==> config.mk <==
export PLATFORM = sky130hd
export DESIGN_NAME = uart_rx_ovs
export DESIGN_NICKNAME = d
export VERILOG_FILES = /design/src/rtl/uart_pkg.sv /design/src/rtl/uart_baud_tick.sv /design/src/rtl/uart_rx_ovs.sv
export SDC_FILE = /design/constraint.sdc
export NUM_CORES = 1
export LEC_CHECK = 0
export BUFFER_PORTS_ARGS = -buffer_cell sky130_fd_sc_hd__buf_2
export CAP_MARGIN = 30
export CORE_MARGIN = 2
export CORE_UTILIZATION = 52
export DETAILED_ROUTE_END_ITERATION = 16
export PLACE_DENSITY_LB_ADDON = 0.3
export REMOVE_ABC_BUFFERS = 1
export SLEW_MARGIN = 20
export SYNTH_ARGS = -nofsm -noshare
export SYNTH_HDL_FRONTEND = slang
export SYNTH_SLANG_ARGS = --single-unit
==> constraint.sdc <==
create_clock -name clk -period 2.4 [get_ports clk]
set_input_delay 0.36 -clock clk [delete_from_list [all_inputs] [get_ports clk]]
set_output_delay 0.36 -clock clk [all_outputs]
set_load 0.02 [all_outputs]
==> src/rtl/uart_pkg.sv <==
// Shared types and helpers for the oversampling UART receiver.
// Parity encoding, receiver state encoding and the 3-sample majority vote.
package uart_pkg;

    typedef enum logic [1:0] {
        PAR_NONE  = 2'b00,
        PAR_EVEN  = 2'b01,
        PAR_ODD   = 2'b10,
        PAR_NONE2 = 2'b11
    } parity_e;

    typedef enum logic [2:0] {
        IDLE,
        START,
        DATA,
        PARITY,
        STOP,
        BREAK
    } rx_state_e;

    function automatic logic majority3(input logic a, input logic b, input logic c);
        return (a & b) | (a & c) | (b & c);
    endfunction

endpackage

==> src/rtl/uart_baud_tick.sv <==
// Sample-tick generator: divisor down-counter with synchronous clear.
// A clear leaves the counter at 0 so the first tick follows immediately.
module uart_baud_tick #(
    parameter int DIV_W = 16
) (
    input  logic             clk,
    input  logic             reset,
    input  logic             clear,
    input  logic [DIV_W-1:0] div,
    output logic             tick
);

    logic [DIV_W-1:0] cnt;
    logic [DIV_W-1:0] load;

    assign load = (div == '0) ? '0 : div - 1'b1;
    assign tick = !clear && (cnt == '0);

    // Count down to zero, then reload from the divisor.
    always_ff @(posedge clk or posedge reset) begin
        if (reset) begin
            cnt <= '0;
        end else if (clear) begin
            cnt <= '0;
        end else if (cnt == '0) begin
            cnt <= load;
        end else begin
            cnt <= cnt - 1'b1;
        end
    end

endmodule

==> src/rtl/uart_rx_ovs.sv <==
// Oversampling UART receiver with majority vote, parity, stop bits,
// break detection and a valid/ready output holding register.
module uart_rx_ovs
    import uart_pkg::*;
#(
    parameter int DATA_WIDTH  = 8,
    parameter int CLK_FREQ    = 50_000_000,
    parameter int BAUD_RATE   = 115_200,
    parameter int OVERSAMPLE  = 16,
    parameter int DIV_W       = 16,
    parameter int DIV_DEFAULT = CLK_FREQ / (BAUD_RATE * OVERSAMPLE)
) (
    input  logic                  clk,
    input  logic                  reset,
    input  logic                  ena,
    input  logic                  rx,
    input  logic [DIV_W-1:0]      cfg_div,
    input  logic [1:0]            cfg_parity,
    input  logic                  cfg_stop2,
    output logic [DATA_WIDTH-1:0] rx_data,
    output logic                  rx_valid,
    input  logic                  rx_ready,
    output logic                  rx_parity_err,
    output logic                  rx_frame_err,
    output logic                  overrun,
    output logic                  break_det
);

    localparam int SW = $clog2(OVERSAMPLE);
    localparam int BW = $clog2(DATA_WIDTH + 1);
    localparam logic [SW-1:0] S_DEC  = SW'(OVERSAMPLE / 2 + 1);
    localparam logic [SW-1:0] S_LAST = SW'(OVERSAMPLE - 1);
    localparam logic [BW-1:0] NBITS  = BW'(DATA_WIDTH);

    logic                  sync1, sync2, rx_s;
    rx_state_e             state;
    logic [SW-1:0]         s;
    logic [1:0]            samp;
    logic [DATA_WIDTH-1:0] shreg;
    logic [BW-1:0]         bit_cnt;
    logic [DIV_W-1:0]      div_q;
    parity_e               par_q;
    logic                  stop2_q;
    logic                  par_bit, ferr_acc, second_stop;
    logic                  tick, vote, decide, wrap;
    logic                  par_en, par_err, final_stop, is_break, complete;

    assign rx_s       = sync2;
    assign vote       = majority3(samp[1], samp[0], rx_s);
    assign decide     = tick && (s == S_DEC);
    assign wrap       = tick && (s == S_LAST);
    assign par_en     = (par_q == PAR_EVEN) || (par_q == PAR_ODD);
    assign par_err    = par_en && (par_bit != (^shreg ^ (par_q == PAR_ODD)));
    assign final_stop = (state == STOP) && (!stop2_q || second_stop);
    assign is_break   = (shreg == '0) && (!par_en || !par_bit) && !vote;
    assign complete   = ena && decide && final_stop && !is_break;

    uart_baud_tick #(
        .DIV_W (DIV_W)
    ) u_tick (
        .clk   (clk),
        .reset (reset),
        .clear (state == IDLE),
        .div   (div_q),
        .tick  (tick)
    );

    // Two-flop synchroniser on the line, idle high.
    always_ff @(posedge clk or posedge reset) begin
        if (reset) begin
            sync1 <= 1'b1;
            sync2 <= 1'b1;
        end else begin
            sync1 <= rx;
            sync2 <= sync1;
        end
    end

    // Frame FSM: sample index, vote history, data shift and break entry.
    always_ff @(posedge clk or posedge reset) begin
        if (reset) begin
            state       <= IDLE;
            s           <= '0;
            samp        <= 2'b11;
            shreg       <= '0;
            bit_cnt     <= '0;
            div_q       <= DIV_W'(DIV_DEFAULT);
            par_q       <= PAR_NONE;
            stop2_q     <= 1'b0;
            par_bit     <= 1'b0;
            ferr_acc    <= 1'b0;
            second_stop <= 1'b0;
            break_det   <= 1'b0;
        end else begin
            break_det <= 1'b0;
            if (tick) begin
                samp <= {samp[0], rx_s};
                s    <= wrap ? '0 : s + 1'b1;
            end
            if (!ena) begin
                state <= IDLE;
                s     <= '0;
            end else begin
                unique case (state)
                    IDLE: begin
                        s <= '0;
                        if (!rx_s) begin
                            state       <= START;
                            div_q       <= cfg_div;
                            par_q       <= parity_e'(cfg_parity);
                            stop2_q     <= cfg_stop2;
                            bit_cnt     <= '0;
                            par_bit     <= 1'b0;
                            ferr_acc    <= 1'b0;
                            second_stop <= 1'b0;
                        end
                    end
                    START: begin
                        if (decide && vote) begin
                            state <= IDLE;
                        end else if (wrap) begin
                            state <= DATA;
                        end
                    end
                    DATA: begin
                        if (decide) begin
                            shreg   <= {vote, shreg[DATA_WIDTH-1:1]};
                            bit_cnt <= bit_cnt + 1'b1;
                        end
                        if (wrap && bit_cnt == NBITS) begin
                            bit_cnt <= '0;
                            state   <= par_en ? PARITY : STOP;
                        end
                    end
                    PARITY: begin
                        if (decide) begin
                            par_bit <= vote;
                        end
                        if (wrap) begin
                            state <= STOP;
                        end
                    end
                    STOP: begin
                        if (decide) begin
                            if (!vote) begin
                                ferr_acc <= 1'b1;
                            end
                            if (final_stop) begin
                                if (is_break) begin
                                    state     <= BREAK;
                                    break_det <= 1'b1;
                                end else begin
                                    state <= IDLE;
                                end
                            end else begin
                                second_stop <= 1'b1;
                            end
                        end
                    end
                    BREAK: begin
                        if (rx_s) begin
                            state <= IDLE;
                        end
                    end
                    default: state <= IDLE;
                endcase
            end
        end
    end

    // Output holding register with overrun detection and handshake.
    always_ff @(posedge clk or posedge reset) begin
        if (reset) begin
            rx_data       <= '0;
            rx_valid      <= 1'b0;
            rx_parity_err <= 1'b0;
            rx_frame_err  <= 1'b0;
            overrun       <= 1'b0;
        end else begin
            overrun <= 1'b0;
            if (complete) begin
                if (rx_valid && !rx_ready) begin
                    overrun <= 1'b1;
                end else begin
                    rx_data       <= shreg;
                    rx_valid      <= 1'b1;
                    rx_parity_err <= par_err;
                    rx_frame_err  <= ferr_acc | !vote;
                end
            end else if (rx_valid && rx_ready) begin
                rx_valid <= 1'b0;
            end
        end
    end

endmodule
==> results of run 1 <==
## repair_timing
| item | 4_1_cts | 5_1_grt |
|---|---|---|
| resized for setup | 0 | 1 |
| setup buffers | 0 | 3 |
| hold buffers | 0 | 0 |
| setup endpoints to repair | 0 | 26 |
| endpoints found under the hold margin | 0 | 0 |
## kinds of logic (layout without fill, tap and decap cells)
| group | Yosys count | after routing | synth area share |
|---|---|---|---|
| and+or+nand+nor | 190 | 190 | 0.240 |
| DFF | 74 | 74 | 0.467 |
| muxes | 12 | 12 | 0.0339 |
| AOI/OAI and AO/OA | 67 | 67 | 0.107 |
| xor gates and xnor gates | 34 | 34 | 0.0747 |
| buffers and inverters | 33 | 99 | 0.0342 |
| adders and majority gates | 14 | 14 | 0.0433 |
## registers in the layout (all words and copies together), names as in the netlist
register	cells
bit_cnt	4
state	3
break_det	1
par_q	2
par_bit	1
overrun	1
samp	2
second_stop	1
ferr_acc	1
rx_parity_err	1
rx_frame_err	1
div_q	16
stop2_q	1
sync1	1
shreg	8
rx_s	1
u_tick.cnt	16
s	4
rx_data	8
rx_valid	1
## power by group through the flow
stage,clock [µW],sequential [µW],combinational (µW)
2_1_floorplan,0,1840,1500
3_3_place_gp,0,1870,2140
3_5_place_dp,0,1880,2180
4_1_cts,910,1860,2200
5_1_grt,972,1910,2540
6_report,894,1870,2290
## per-stage QoR
step	cell area (µm²)	instances	hold slack (ns)	util	total power (µW)
floorplan	3930	413	0.345	-	3340
global placement	4410	570	0.346	0.602	4010
detailed placement	4410	570	0.347	0.602	4060
CTS	4590	586	0.0886	0.627	4970
global route	4620	589	0.0768	0.630	5420
finish	4620	589	0.0530	0.630	5050
## cell type report
type	instances	area, µm²	area share
clock buffer	12	155	0.0336
clock inverter	4	26.3	0.00569
inverter	22	82.6	0.0179
multi-input combinational	317	1990	0.430
sequential	74	1860	0.403
tap	99	124	0.0268
timing repair buffer	61	380	0.0824
## Yosys cell counts (all sizes together)
master   number  area share
a2111oi       1      0.0022
a211o         1      0.0022
a211oi        4      0.0075
a21bo         1      0.0025
a21boi        2      0.0038
a21o          2      0.0038
a21oi        12       0.015
a31oi         1      0.0016
a32o          1      0.0025
and3          2      0.0031
and3b         1      0.0022
buf           5      0.0079
clkbuf        6      0.0057
dfrtp        66        0.41
dfstp         8       0.053
ha           13       0.041
inv          22       0.021
maj3          1      0.0025
mux2         12       0.034
nand2        88       0.083
nand2b        3      0.0047
nand3        11       0.014
nand3b        4      0.0075
nand4         5       0.013
nand4b        2      0.0044
nor2         35       0.033
nor2b         3      0.0047
nor3         16       0.024
nor4         11       0.030
nor4b         2      0.0044
o2111ai       1      0.0022
o211ai        1      0.0019
o21a          3      0.0057
o21ai        19       0.024
o221ai        1      0.0022
o22ai        12       0.019
o311a         1      0.0025
o31ai         1      0.0019
o32ai         2      0.0044
o41ai         1      0.0022
or2           1      0.0016
or3           5      0.0079
or4           1      0.0019
xnor2        22       0.048
xor2         12       0.026
## worst min path at each step
stage / start / endpoint / slack, ns / cells past startpoint
5_1_grt: rx / sync1$_DFF_PP1_ / 0.08 / 1
4_1_cts: reset / u_tick.cnt[4]$_DFF_PP0_ / 0.09 / 3
6_report: reset / u_tick.cnt[4]$_DFF_PP0_ / 0.05 / 3
3_3_place_gp: sync1$_DFF_PP1_ / rx_s$_DFF_PP1_ / 0.35 / 0
2_1_floorplan: sync1$_DFF_PP1_ / rx_s$_DFF_PP1_ / 0.35 / 0
3_5_place_dp: sync1$_DFF_PP1_ / rx_s$_DFF_PP1_ / 0.35 / 0
## worst min-delay path, stage by stage
cell and delay, ns:
buf_2 0.10, inv_2 0.06, buf_12 0.30
## metal layers
metal,up-vias,part of all wire,track usage
met5,-,0,0
met4,0,0.014,0.0694
met3,17,0.064,0.0423
met2,135,0.47,0.349
met1,1523,0.45,0.317
li1,1590,-,-
==> run summary, run 1 <==
critical path cell sequence: inv_1 > ha_1 > nor4b_1 > nand4_2 > buf_4 > nor3_4 > nand4_4 > mux2_2
most common cell after layout, fill and taps aside: nand2_1
outcome: finished clean
post-synthesis sequential area ratio: 0.467
cell row count: 31
Worst slew margin: 0.524
Slowest-stage cell, CP: dfrtp_1
unrepaired setup endpoints after global routing: false
combinational fraction of design power: 0.454
post-synth cell types: 52
Clock Latency Late Sink: 0.35 ns
Worst Setup End Kind: register
CTS buffer count: 9
number of port buffers: 36
Worst-Margin Slew: 0.713 ns
gpl congestion: 0.874
TNS Setup: 0 ns
Area Growth Syn to Fin: 15.9%
Slew Limit Fails: 0
Fmax: 447 MHz
Max Clock Skew: 0.0143 ns
die extent in y: 91.5 µm
CTS sink cnt: 74
Pwr Density: 1090 nW/µm²
largest net degree at the start of global routing: 75
Fin. Hold Viols: 0
CTS tree: built
P_int: 3010 µW
Levels on crit path: 8
clk buf depth: 2
syn avg cell area: 9.40 µm²
synthesized instance count: 424
CTS clock-pin slew for the worst setup and hold paths: 0.07 ns
CP Max Fanout: 10
Yosys warnings: 0
r2r worst-path depth: 8
static leakage: 0.00220 µW
first-pass GRT wire length: 14800 µm
setup violators final: 0
clock power share: 0.177
vias in the first global route: 3083
post-DP HPWL: 6200 µm
reg2reg end: rx_data[6]$_DFFE_PP0P_
Via-to-Cell Ratio: 5.54
Starting DRT DRC Count: 336
WP data arrival: 2.47 ns
crit share post-route: 0.932
antenna viol nets, final: 0
WP data required: 2.64 ns
critical path class: reg -> reg
reg-to-reg startpoint: u_tick.cnt[1]$_DFF_PP0_
hold crit path type: in -> async
Tot GR Track Use: 0.224
PnR worst setup slack: 0.163 ns
Max-Cap Viols: 0
H-tree levels: 3
die area: 8380 µm²
crit path from: u_tick.cnt[1]$_DFF_PP0_
Ports: 37
Mapped Area: 3980 µm²
sequential share of power: 0.369
CP Launch Type: register
CORE AREA: 7330 µm²
Top Family by Delay on Critical Path: simple AND/OR/NAND/NOR gates
GRT overflow: 0
Sw Share: 0.404
CP endpoint: rx_data[6]$_DFFE_PP0P_
share of layout cells above drive strength 1: 0.218
Post-Place Worst Slack: 0.0627 ns
Layout Nets: 522
Net Switching: 2040 µW
reg-to-reg setup timing slack: 0.16 ns
Largest stage delay, worst path: 0.39 ns
Filler cells: 611
fin crit period: 2.24 ns
Pre-antenna DRT Iters: 7
flops & latches, synth: 74
Die Width: 91.5 µm
Peak supply drop: 537 µV
Routed WL: 8770 µm
most frequent cells in the layout: 88 x nand2_1, 66 x dfrtp_1, 36 x buf_2
starting density of the core: 0.543
Antenna diodes: 0
DRC: 0
initial antenna violation count: 0
WP buf/inv: 2
Vias: 3265
Routed WL per cell: 14.9 µm
CTS Root Cell: clkbuf_8
No activity file was read; power rests on OpenSTA's default activity.
==> run 2: changes to the inputs <==
CORE_MARGIN = default   (was 2)
==> run 2 against run 1 <==
Effect of this change: die area decreased by 4.3%; critical path depth unchanged; cell count is 1.2% lower; count of clock-buffer cells in the layout decreased by 1; core utilization fell by 0.43 points; sequential power hardly changed.
==> run summary, run 2 (synthesis gave the netlist of run 1 again) <==
Layout Nets: 515
hold crit path type: in -> async
starting density of the core: 0.543
cts-stage hold buffer count: 0
WP data required: 2.67 ns
DRC: 0
Tot GR Track Use: 0.248
Max Clock Skew: 0.00973 ns
reg-to-reg startpoint: u_tick.cnt[0]$_DFF_PP0_
largest registers: div_q: 16 flops, u_tick.cnt: 16 flops
critical path cell sequence: inv_1 > ha_1 > nor4b_1 > nand4_1 > a2111oi_1 > a21o_1 > nand3_1 > o22ai_1
Antenna diodes: 0
gpl congestion: 0.850
critical path class: reg -> reg
number of port buffers: 36
CTS sink cnt: 74
Fmax: 447 MHz
Max-Cap Viols: 0
outcome: finished clean
cell count after placement: 565
Area Growth Syn to Fin: 15.1%
Clock Latency Late Sink: 0.35 ns
TNS Setup: 0 ns
post-DP HPWL: 6310 µm
Die Width: 89.5 µm
WHS: 0.0798 ns
die extent in y: 89.5 µm
Net Switching: 2030 µW
Slew Limit Fails: 0
Largest stage delay, worst path: 0.45 ns
Worst Setup End Kind: register
setup violators final: 0
Ports: 37
CTS tree: built
Filler cells: 640
Vias: 3215
r2r worst-path depth: 8
largest net degree at the start of global routing: 75
Worst slew margin: 0.540
Pwr Density: 1100 nW/µm²
Peak supply drop: 519 µV
reg-to-reg setup timing slack: 0.16 ns
Via-to-Cell Ratio: 5.52
clk buf depth: 2
sequential share of power: 0.375
footprint of the multi-input gates: 1990 µm²
clock power share: 0.194
antenna viol nets, final: 0
P_int: 3000 µW
Fin. Hold Viols: 0
cell row count: 31
Routed WL: 8770 µm
share of layout cells above drive strength 1: 0.209
first-pass GRT wire length: 14900 µm
Pre-antenna DRT Iters: 5
die area: 8020 µm²
CTS buffer count: 9
reg2reg end: state[1]$_DFFE_PP0P_
Storage cell area: 1860 µm²
CP Max Fanout: 5
Routed WL per cell: 15.1 µm
post-route insts no fill: 582
fin crit period: 2.24 ns
Sw Share: 0.404
Worst-Margin Slew: 0.689 ns
Starting DRT DRC Count: 256
WP data arrival: 2.50 ns
GRT overflow: 0
Slowest-stage cell, CP: a2111oi_1
initial antenna violation count: 0
H-tree levels: 3
vias in the first global route: 3110
CTS clock-pin slew for the worst setup and hold paths: 0.08 ns
unrepaired setup endpoints after global routing: false
CP Launch Type: register
combinational fraction of design power: 0.432
CORE AREA: 7330 µm²
CTS Root Cell: clkbuf_8
crit share post-route: 0.932
static leakage: 0.00217 µW
most frequent cells in the layout: 88 x nand2_1, 66 x dfrtp_1, 36 x buf_2
most common cell after layout, fill and taps aside: nand2_1
-- run 2: cell count changes in the layout (fill, tap and decap cells not counted) --
cell        previous run  this run
bufinv_16              0         1
nor4b_2                0         1
clkinv_4               1         0
buf_4                 24        17
clkinvlp_4             1         2
clkbuf_8              11        10
nor4b_1                2         1
-- run 2: final cells by class --
cell class / instances / share of cell area
Timing Repair Buffer: 54 / 0.0715
Tap cell: 99 / 0.0270
Sequential cell: 74 / 0.406
Clock buffer: 11 / 0.0308
Inverter: 22 / 0.0180
Multi-Input combinational cell: 317 / 0.435
Clock inverter: 5 / 0.0120
-- run 2: worst max path at each step --
| stage | start | end | slack (ns) | depth (start not counted) |
|---|---|---|---|---|
| finish | u_tick.cnt[0]$_DFF_PP0_ | state[1]$_DFFE_PP0P_ | 0.16 | 8 |
| global route | u_tick.cnt[0]$_DFF_PP0_ | state[0]$_DFFE_PP0P_ | 0.03 | 8 |
| CTS | u_tick.cnt[0]$_DFF_PP0_ | rx_frame_err$_DFFE_PP0P_ | 0.0006 | 7 |
| detailed placement | u_tick.cnt[0]$_DFF_PP0_ | rx_data[6]$_DFFE_PP0P_ | 0.02 | 7 |
| global placement | u_tick.cnt[0]$_DFF_PP0_ | rx_data[5]$_DFFE_PP0P_ | 0.16 | 7 |
| floorplan | u_tick.cnt[0]$_DFF_PP0_ | bit_cnt[3]$_DFFE_PP0P_ | -0.13 | 8 |
-- run 2: routing by layer --
metal  routed length (µm)  vias to the layer above  track usage
met5                    0                        -            0
met4                  130                        0       0.0837
li1                     -                     1577            -
met1                 4100                     1512        0.353
met2                 4040                      113        0.389
met3                  495                       13       0.0397
-- run 2: through the flow --
stage          utilization  power, µW  setup slack, ns  instance area [µm²]
3_3_place_gp         0.597       3940            0.161                 4370
2_1_floorplan            -       3340           -0.133                 3930
3_5_place_dp         0.597       4010           0.0189                 4370
5_1_grt              0.626       5380           0.0311                 4590
6_report             0.626       5040            0.164                 4590
4_1_cts              0.623       5000         0.000611                 4570
-- run 2: repair_timing --
item | CTS | global route
resized for setup | 0 | 2
endpoints found under the setup margin | 0 | 24
setup buffers | 0 | 1
-- run 2: power by group through the flow --
stage               Clock [µW]  Sequential (µW)  Combinational [µW]
floorplan                    0             1840                1500
global placement             0             1880                2060
detailed placement           0             1900                2100
CTS                        994             1880                2130
global route              1050             1930                2410
finish                     977             1890                2170
-- run 2: worst max-delay path, delay by kind of cell, from the launching register on --
kind / cells / cell delay (ns)
flip-flops: 1 / 0.42
adder cells (fa/ha/maj): 1 / 0.19
AND/OR/NAND/NOR: 3 / 0.65
AO/OA/AOI/OAI: 3 / 0.80
buffers and inverters: 1 / 0.10
